--- src/rtl/cpu_clk_pkg.sv ---
// Shared definitions for the CPU clock controller: command op codes, FSM states
// and the reset-time half-period helper.
package cpu_clk_pkg;

    localparam logic [1:0] OP_HALT   = 2'b00;
    localparam logic [1:0] OP_RUN    = 2'b01;
    localparam logic [1:0] OP_STEP   = 2'b10;
    localparam logic [1:0] OP_SETDIV = 2'b11;

    typedef enum logic [1:0] {
        IDLE     = 2'b00,
        RUN      = 2'b01,
        STEP     = 2'b10,
        STOPPING = 2'b11
    } state_e;

    // Half-period in clkin cycles for a target frequency; clamped so it is never 0.
    function automatic logic [31:0] def_half_lim(input longint unsigned clkin_hz,
                                                 input longint unsigned def_hz);
        longint unsigned v;
        v = (def_hz == 0) ? 64'd1 : (clkin_hz / 2 / def_hz);
        if (v == 0) begin
            v = 1;
        end
        return v[31:0];
    endfunction

endpackage

--- src/rtl/clk_halfdiv.sv ---
// Programmable half-period divider: owns half_cnt, half_lim and the pending reload,
// and produces clkout plus a registered tick on every rising clkout edge.
module clk_halfdiv
    import cpu_clk_pkg::*;
#(
    parameter logic [31:0] RST_LIM = 32'd25000
) (
    input  logic        clkin,
    input  logic        rst,
    input  logic        en,        // count this cycle
    input  logic        restart,   // clear half_cnt (return to a clean idle phase)
    input  logic        load,      // SET_DIV accepted this cycle
    input  logic [31:0] load_val,
    output logic        clkout,
    output logic        tick,
    output logic        rise,      // clkout goes 0->1 at this edge
    output logic        fall       // clkout goes 1->0 at this edge
);

    logic [31:0] half_cnt;
    logic [31:0] half_lim;
    logic [31:0] pend_lim;
    logic        pend_vld;
    logic        toggle;
    logic [31:0] new_lim;

    // Toggle decode from pre-command state; a zero divider request is treated as 1.
    always_comb begin
        toggle  = en && (half_cnt == half_lim - 32'd1);
        rise    = toggle && !clkout;
        fall    = toggle && clkout;
        new_lim = (load_val == 32'd0) ? 32'd1 : load_val;
    end

    // Half-period counter.
    always_ff @(posedge clkin) begin
        if (rst || restart) begin
            half_cnt <= '0;
        end else if (toggle) begin
            half_cnt <= '0;
        end else if (en) begin
            half_cnt <= half_cnt + 32'd1;
        end
    end

    // Output clock and its rising-edge tick.
    always_ff @(posedge clkin) begin
        if (rst) begin
            clkout <= 1'b0;
            tick   <= 1'b0;
        end else begin
            if (toggle) begin
                clkout <= !clkout;
            end
            tick <= rise;
        end
    end

    // Divider limit: immediate when the divider is stopped (only IDLE issues loads then),
    // otherwise held pending and applied at the next falling toggle.
    always_ff @(posedge clkin) begin
        if (rst) begin
            half_lim <= RST_LIM;
            pend_lim <= '0;
            pend_vld <= 1'b0;
        end else if (load && !en) begin
            half_lim <= new_lim;
            pend_vld <= 1'b0;
        end else begin
            if (fall && pend_vld) begin
                half_lim <= pend_lim;
            end
            if (load) begin
                pend_lim <= new_lim;
                pend_vld <= 1'b1;
            end else if (fall) begin
                pend_vld <= 1'b0;
            end
        end
    end

endmodule

--- src/rtl/cpu_clk_ctrl.sv ---
// Run/halt/single-step controller for the CPU clock. Optional breakpoint support is
// compiled in with the CPU_BKPT_EN macro (adds bp_hit / halted_bp ports).
module cpu_clk_ctrl
    import cpu_clk_pkg::*;
#(
    parameter int unsigned CLKIN_HZ = 50000000,
    parameter int unsigned DEF_HZ   = 1000,
    parameter int unsigned STEP_W   = 16
) (
    input  logic              clkin,
    input  logic              rst,
    input  logic              cmd_valid,
    output logic              cmd_ready,
    input  logic [1:0]        cmd_op,
    input  logic [31:0]       cmd_arg,
    output logic              clkout,
    output logic              tick,
    output logic              running,
    output logic [STEP_W-1:0] steps_left,
`ifdef CPU_BKPT_EN
    input  logic              bp_hit,
    output logic              halted_bp,
`endif
    output logic [31:0]       cyc_cnt
);

    localparam logic [31:0] RST_LIM = def_half_lim(CLKIN_HZ, DEF_HZ);

    state_e            state_q, state_d;
    logic [STEP_W-1:0] steps_q, steps_d;
    logic [31:0]       cyc_q;
    logic              en, restart, load, rise, fall;
    logic              bp_stop, acc;
    logic [STEP_W-1:0] step_n;

    assign step_n = cmd_arg[STEP_W-1:0];

`ifdef CPU_BKPT_EN
    assign bp_stop = bp_hit && (state_q == RUN || state_q == STEP);
`else
    assign bp_stop = 1'b0;
`endif

    // Divider runs while active; in STOPPING only until clkout has fallen.
    always_comb begin
        en        = (state_q == RUN) || (state_q == STEP) || (state_q == STOPPING && clkout);
        restart   = (state_q == STOPPING) && !clkout;
        cmd_ready = (state_q != STOPPING) && !bp_stop;
        acc       = cmd_valid && cmd_ready;
        running   = (state_q != IDLE);
    end

    clk_halfdiv #(
        .RST_LIM (RST_LIM)
    ) u_div (
        .clkin    (clkin),
        .rst      (rst),
        .en       (en),
        .restart  (restart),
        .load     (load),
        .load_val (cmd_arg),
        .clkout   (clkout),
        .tick     (tick),
        .rise     (rise),
        .fall     (fall)
    );

    // Next state: clock-edge effects first, then breakpoint, then an accepted command wins.
    always_comb begin
        state_d = state_q;
        steps_d = steps_q;
        load    = 1'b0;
        unique case (state_q)
            STEP: begin
                if (rise) begin
                    steps_d = steps_q - 1'b1;
                    if (steps_q == STEP_W'(1)) begin
                        state_d = STOPPING;
                    end
                end
            end
            STOPPING: begin
                if (!clkout || fall) begin
                    state_d = IDLE;
                end
            end
            default: ;
        endcase
        if (bp_stop) begin
            state_d = STOPPING;
        end else if (acc) begin
            unique case (cmd_op)
                OP_HALT: begin
                    if (state_q == RUN || state_q == STEP) begin
                        state_d = STOPPING;
                    end
                end
                OP_RUN: begin
                    state_d = RUN;
                    steps_d = '0;
                end
                OP_STEP: begin
                    if (state_q == IDLE) begin
                        // STEP 0 from IDLE is accepted but does nothing
                        if (step_n != '0) begin
                            state_d = STEP;
                            steps_d = step_n;
                        end
                    end else begin
                        steps_d = step_n;
                        state_d = (step_n == '0) ? STOPPING : STEP;
                    end
                end
                OP_SETDIV: begin
                    load = 1'b1;
                end
                default: ;
            endcase
        end
    end

    // State, step and cycle registers.
    always_ff @(posedge clkin) begin
        if (rst) begin
            state_q <= IDLE;
            steps_q <= '0;
            cyc_q   <= '0;
        end else begin
            state_q <= state_d;
            steps_q <= steps_d;
            if (rise) begin
                cyc_q <= cyc_q + 32'd1;
            end
        end
    end

    assign steps_left = steps_q;
    assign cyc_cnt    = cyc_q;

`ifdef CPU_BKPT_EN
    logic bp_q;

    // Sticky breakpoint flag; cleared by the next accepted RUN or STEP.
    always_ff @(posedge clkin) begin
        if (rst) begin
            bp_q <= 1'b0;
        end else if (bp_stop) begin
            bp_q <= 1'b1;
        end else if (acc && (cmd_op == OP_RUN || cmd_op == OP_STEP)) begin
            bp_q <= 1'b0;
        end
    end

    assign halted_bp = bp_q;
`endif

endmodule

--- config.mk ---
export PLATFORM = sky130hd
export DESIGN_NAME = cpu_clk_ctrl
export DESIGN_NICKNAME = d
export VERILOG_FILES = /design/src/rtl/cpu_clk_pkg.sv /design/src/rtl/clk_halfdiv.sv /design/src/rtl/cpu_clk_ctrl.sv
export SDC_FILE = /design/constraint.sdc
export NUM_CORES = 1
export LEC_CHECK = 0
export BUFFER_PORTS_ARGS = -buffer_cell sky130_fd_sc_hd__buf_4
export CORE_ASPECT_RATIO = 1.75
export CORE_MARGIN = 5
export CORE_UTILIZATION = 56
export CTS_BUF_LIST = sky130_fd_sc_hd__clkbuf_8
export CTS_CLUSTER_DIAMETER = 100
export DETAILED_ROUTE_END_ITERATION = 12
export PLACE_DENSITY_LB_ADDON = 0.08
export SKIP_CTS_REPAIR_TIMING = 1
export SYNTH_ARGS = -nofsm -noshare
export SYNTH_HDL_FRONTEND = slang
export SYNTH_SLANG_ARGS = --single-unit
--- constraint.sdc ---
create_clock -name clkin -period 3.29 [get_ports clkin]
set_clock_uncertainty 0.2 [all_clocks]
set_input_delay 0.4935 -clock clkin [delete_from_list [all_inputs] [get_ports clkin]]
set_output_delay 0.4935 -clock clkin [all_outputs]
set_load 0.005 [all_outputs]
==> results_dict.tcl, run 1 <==
set metrics [dict create \
    grt_pass1_vias 8373 \
    gp_congestion 1.040 \
    synth_area_leader_cell "dfxtp_1" \
    holdCritPathClass "input port to register" \
    ctsRootBufferMaster "clkbuf_8" \
    hold_depth 3 \
    clkSlewWorstSetupHoldPaths_ps 100 \
    hpwlAfterDp_um 19270 \
    cpPeakStageDelay_ps 550 \
    synthTopCellsByArea "dfxtp_1 34%, nor2_1 6.1%, nand2_1 5.4%, mux2i_1 4.7%, xor2_1 3.4%" \
    grt_util_met3_pct 3.330 \
    crit_path_top_delay_cell "or4_4" \
    worstHoldEndpoint "u_div.pend_lim[16]$_SDFFE_PP0P_" \
    cts_tree "yes" \
    syn_inst 1098 \
    grt_max_degree 138 \
    met1_usage_pct 29.24 \
    top_usage_layer "met2" \
    first_iter_violations 413 \
    diodes 0 \
    setup_viol 116 \
    drt-total-wl_um 26400 \
    rows 60 \
    core_sq_um 15460 \
    synth.yosys.seq_area_share_pct 33.81 \
    dieArea_sq_um 18470 \
    crit_start "u_div.half_lim[20]$_SDFFE_PP0P_" \
    p_per_area_nw_per_um2 386.2 \
    power.static_leakage_nw 4.380 \
    htree_num_levels 4 \
    cts.sinks 149 \
    clockBufferDepth 2 \
    drc_errors 0 \
    port_buffers 88 \
    placedCellCount 1417 \
    antenna_found_initial 0 \
    r2r_setup_slack_ps -430 \
    startpoint_type "register" \
    post_drt_wl_per_cell_um 18.12 \
    drv_cap 0 \
    synth_edf_count 0 \
    syn-num-nets 1148 \
    ant_nets 0 \
    worstSetupPathType "register to register" \
    period_share_pct 113.1 \
    slew_headroom_pct 54.11 \
    clk_latency_ps 470 \
    die_x_um 104.9 \
    synth-seq-cells 149 \
    numCtsBuffers 17 \
    vias_per_cell 5.876 \
    end_kind "register" \
    peakVddDrop_uv 286.6 \
    grt_pass1_wl_um 41500 \
    setup_ws_ps -431.0 \
    crit_chain "or4_4 -> or3_1 -> nor4_2 -> xnor2_1 -> or4bb_1 -> nor4_4 -> buf_4 -> and3_4 -> buf_12 -> nand4_1 -> mux2_4" \
    hold_viol 0 \
    crit_buf_inv 2 \
    ys_async_sr_fraction_pct 0 \
    final_nets 1308 \
    violations "negative setup slack" \
    critPathRequiredTime_ps 3450 \
    areaGrowthSynthToFinish_pct 25.50 \
    ff2ff_path_depth 11 \
    hold_path_startpoint "cmd_arg[16]" \
    pin_count 89 \
    yosysWarnings 0 \
    grt.total_usage_pct 27.59 \
    r2r-end "cyc_cnt[27]$_SDFFE_PP0N_" \
    first_pass_iters 5 \
    drv_slew 0 \
    netlist_area_sq_um 8823 \
    status "complete, but fails checks" \
    start_util_pct 57.06 \
    cp_max_fo 8 \
    synth_top_area_share_pct 33.81 \
    synthFlopType "dfxtp_1" \
    grt_use_met2_pct 51.08 \
    reg2reg_from "u_div.half_lim[20]$_SDFFE_PP0P_" \
    max_freq_mhz 268.7 \
    worst_slew_pin_slew_ps 685.8 \
    postSynthAreaPerCell_sq_um 8.036 \
    final_cells 1457 \
    crit_arrival_ps 3880 \
    grt_overflow 0 \
    rsz0062_at_grt "true" \
    drive_gt1_share_pct 26.75 \
    fillCellCount 1310 \
    die_h_um 176.1 \
    cp_top_family "simple AND/OR/NAND/NOR gates" \
    synth_cell_types 70 \
    fin_crit_ps 3721 \
    pre_cts_slack_ps -450.6 \
    via_count 8562 \
]
[through the flow]
stage          area (sq um)  TNS [ps]  utilization (%)  hold slack, ps  total power [mW]
6_report              11070    -31210            71.60           78.22             4.277
5_1_grt               11070    -45450            71.60           80.49             4.450
4_1_cts               10800    -34360            69.82           59.17             4.247
3_5_place_dp          10400    -32520            67.22           242.0             2.778
3_3_place_gp          10400    -19820            67.22           236.8             2.770
2_1_floorplan          8871    -14280                -           231.8             2.427
[per-layer routing]
layer	share of wire, %	routed length (um)
met1	37	9717
met2	54	14370
met3	3.3	869
met4	5.5	1445
met5	0	0
[cells by family after synthesis]
family / Yosys count / synth area share (%)
AOI/OAI and AO/OA: 180 / 14.90
buffers and inverters: 89 / 4.438
xor gates and xnor gates: 67 / 6.651
muxes: 61 / 7.204
DFF: 149 / 33.81
and+or+nand+nor: 539 / 31.15
adders and majority gates: 13 / 1.843
[sequential cells by signal, summed over array words and instances, names as in the netlist]
name / count
u_div.pend_lim: 32
u_div.tick: 1
cyc_cnt: 32
u_div.clkout: 1
state_q: 2
u_div.pend_vld: 1
u_div.half_lim: 32
u_div.half_cnt: 32
steps_left: 16
[report_power, final]
group,switching (mW),total (mW),internal (mW)
Sequential,0.0622,1.93,1.86
Clock,0.796,1.49,0.693
Combinational,0.478,0.861,0.384
[cells in the final DEF, fill, tap and decap left out, drive strengths merged, types with 13 or more instances in the layout]
cell / Yosys / layout
or4: 14 / 14
clkbuf: 52 / 20
inv: 19 / 27
buf: 18 / 208
nor2: 144 / 144
mux2i: 41 / 41
a211oi: 36 / 36
nor2b: 33 / 33
and3: 20 / 20
nor3: 29 / 29
nand3: 45 / 45
nand2: 127 / 127
nand4: 24 / 24
nand2b: 13 / 13
xnor2: 33 / 33
dfxtp: 149 / 149
ha: 13 / 13
or3: 13 / 13
mux2: 20 / 20
xor2: 34 / 34
o21ai: 27 / 27
a21oi: 57 / 57
nor4: 36 / 36
[cell type report]
cell class	count	area [sq um]	area share [%]
clock inverters	15	167.7	1.514
clock buffers	17	234.0	2.113
repair buffers	211	1728	15.60
flip-flops and latches	149	2984	26.95
multi-input cells	860	5655	51.07
well taps	186	232.7	2.102
inverters	19	71.32	0.6441
[cell usage after synthesis (all sizes together) (7+ instances only)]
cell type / count
nand4: 24
mux2i: 41
nor4: 36
or3: 13
o21ai: 27
xnor2: 33
and4: 8
a21oi: 57
inv: 19
nand2: 127
nor2: 144
a211oi: 36
clkbuf: 52
nor3b: 9
mux2: 20
nor3: 29
and3: 20
nor2b: 33
buf: 18
ha: 13
dfxtp: 149
or2: 7
nand2b: 13
or4: 14
nand3: 45
xor2: 34
[how the worst max path moves through the flow]
stage,endpoint,slack [ps],cells after the start
after floorplan,cyc_cnt[14]$_SDFFE_PP0N_,-310,11
after global placement,cyc_cnt[14]$_SDFFE_PP0N_,-350,11
after detailed placement,cyc_cnt[14]$_SDFFE_PP0N_,-450,11
after CTS,cyc_cnt[14]$_SDFFE_PP0N_,-500,11
after global routing,cyc_cnt[19]$_SDFFE_PP0N_,-530,11
final,cyc_cnt[27]$_SDFFE_PP0N_,-430,11
[worst min-delay path, stage by stage]
cell and delay, ps:
buf_4 120, nand2_1 50, a21oi_1 50
Note: power is estimated with default switching activity, not from simulation.
==> run 2: changes to the inputs <==
--- a/config.mk
+++ b/config.mk
@@ -10,7 +10,7 @@
 export CORE_MARGIN = 5
 export CORE_UTILIZATION = 56
 export CTS_BUF_LIST = sky130_fd_sc_hd__clkbuf_8
-export CTS_CLUSTER_DIAMETER = 100
+export CTS_CLUSTER_DIAMETER = 40
 export DETAILED_ROUTE_END_ITERATION = 12
 export PLACE_DENSITY_LB_ADDON = 0.08
 export SKIP_CTS_REPAIR_TIMING = 1
==> constraint.sdc (replaced) <==
create_clock -name clkin -period 3.29 [get_ports clkin]
set_clock_uncertainty 0.2 [all_clocks]
set_input_delay 0.329 -clock clkin [delete_from_list [all_inputs] [get_ports clkin]]
set_output_delay 0.329 -clock clkin [all_outputs]
set_load 0.005 [all_outputs]
==> run 2 against run 1 <==
Compared with the run above: the flow still finishes with violations (negative setup slack); total power increased by 2.4%; sequential power about the same; global-route usage is 0.75 points lower; cell count grew 3.5%.
==> results_dict.tcl, run 2 (same netlist as run 1, synthesis figures left out) <==
set metrics [dict create \
    port_buffers 88 \
    swShare_pct 32.83 \
    p_int_mw 2.940 \
    ctsRootBufferMaster "clkbuf_8" \
    drt-total-wl_um 29090 \
    setup_viol 117 \
    gp_congestion 0.9830 \
    grt_max_degree 75 \
    total_power_mw 4.377 \
    multi_input_area_sq_um 6198 \
    period_share_pct 114.5 \
    fillCellCount 1082 \
    pre_cts_slack_ps -529.3 \
    drt-met1-wl_um 10530 \
    seq_power_share_pct 44.3 \
    final_common_cell "buf_4" \
    die_x_um 104.9 \
    post_dp_cell_area_sq_um 10300 \
    first_pass_iters 5 \
    dieArea_sq_um 18470 \
    numCtsBuffers 17 \
    seqCellArea_sq_um 2987 \
    cts_tree "yes" \
    hold_ws_ps 160.8 \
    vias_per_cell 6.072 \
    grt_pass1_vias 8374 \
    crit_arrival_ps 3950 \
    clockBufferDepth 2 \
    grt_pass1_wl_um 40790 \
    rows 60 \
    worst_slew_pin_slew_ps 959.5 \
    setup_ws_ps -477.3 \
    status "complete, but fails checks" \
    areaGrowthSynthToFinish_pct 39.22 \
    diodes 0 \
    highest-signal-layer "met4" \
    end_kind "register" \
    post_drt_wl_per_cell_um 19.29 \
    start_util_pct 57.06 \
    violations "negative setup slack" \
    final_nets 1359 \
    drv_cap 0 \
    critPathRequiredTime_ps 3470 \
    htree_num_levels 4 \
    peakVddDrop_uv 215.5 \
    startpoint_type "register" \
    drv_slew 0 \
    slew_headroom_pct 36.04 \
    pin_count 89 \
    rsz0062_at_grt "true" \
    core_sq_um 15460 \
    cp_max_fo 8 \
    stdcell_area_sq_um 12280 \
    antenna_found_initial 0 \
    power.static_leakage_nw 4.752 \
    power.share.clock_pct 33.6 \
    grt.total_usage_pct 26.84 \
    fin_crit_ps 3767 \
    met2_length_um 15550 \
    p_per_area_nw_per_um2 356.3 \
    hpwlAfterDp_um 18990 \
    comb_power_share_pct 22.1 \
    cts.sinks 149 \
    die_h_um 176.1 \
    ant_nets 0 \
    hold_viol 0 \
    wl_met3_um 1195 \
    clk_latency_ps 460 \
    layout_common_cells "197 x buf_4, 146 x dfxtp_1, 124 x nand2_1, 111 x nor2_1, 47 x a21oi_1" \
    drc_errors 0 \
    first_iter_violations 581 \
    via_count 9156 \
    worstSetupPathType "register to register" \
    grt_overflow 0 \
    holdCritPathClass "input port to register" \
    final_util_pct 79.43 \
    max_freq_mhz 265.4 \
    clkSlewWorstSetupHoldPaths_ps 90 \
    power.net_switching_mw 1.437 \
    drive_gt1_share_pct 32.68 \
]
-- run 2: power groups by stage --
stage | Sequential (mW) | Combinational (mW) | Clock (mW)
2_1_floorplan | 1.96 | 0.469 | 0
3_3_place_gp | 1.97 | 0.770 | 0
3_5_place_dp | 1.97 | 0.778 | 0
4_1_cts | 1.93 | 0.782 | 1.48
5_1_grt | 1.95 | 1.04 | 1.57
6_report | 1.94 | 0.967 | 1.47
-- run 2: worst max-delay path, cell delays in order, from the launching register on --
cell and delay [ps]:
dfxtp_1 530, buf_4 190, and3_1 150, o2bb2ai_1 90, a2111oi_2 400, nand4_1 150, or4bb_4 570, nor4_4 270
buf_4 190, nand3_4 130, buf_6 160, clkbuf_16 170, or4_1 410, o21ai_1 100
-- run 2: final cells by class --
| cell class | instances | share of cell area [%] |
|---|---|---|
| clock buffer | 17 | 1.905 |
| clock inverter | 15 | 1.314 |
| inverter | 19 | 0.5806 |
| multi-input combinational | 860 | 50.46 |
| sequential | 149 | 24.31 |
| tap | 186 | 1.894 |
| timing repair buffer | 262 | 19.54 |
-- run 2: final timing paths --
check        slack, ps                              end                             from  depth (start not counted)
max               -480          cyc_cnt[0]$_SDFFE_PP0N_   u_div.half_lim[3]$_SDFFE_PP1P_                         13
min                160          cyc_cnt[3]$_SDFFE_PP0N_                              rst                          2
max reg2reg       -480          cyc_cnt[0]$_SDFFE_PP0N_   u_div.half_lim[3]$_SDFFE_PP1P_                         13
min reg2reg        250  u_div.pend_lim[14]$_SDFFE_PP0P_  u_div.pend_lim[14]$_SDFFE_PP0P_                          2
-- run 2: stage by stage --
step / TNS (ps) / instances
finish: -35920 / 1508
global route: -46610 / 1508
CTS: -47410 / 1438
detailed placement: -43740 / 1406
global placement: -32210 / 1406
floorplan: -14280 / 1098
-- run 2: metal layers --
layer | GRT usage [%] | vias up
met3 | 3.659 | 114
met4 | 14.99 | 0
li1 | - | 4338
met2 | 49.97 | 316
met5 | 0 | -
met1 | 28.51 | 4388
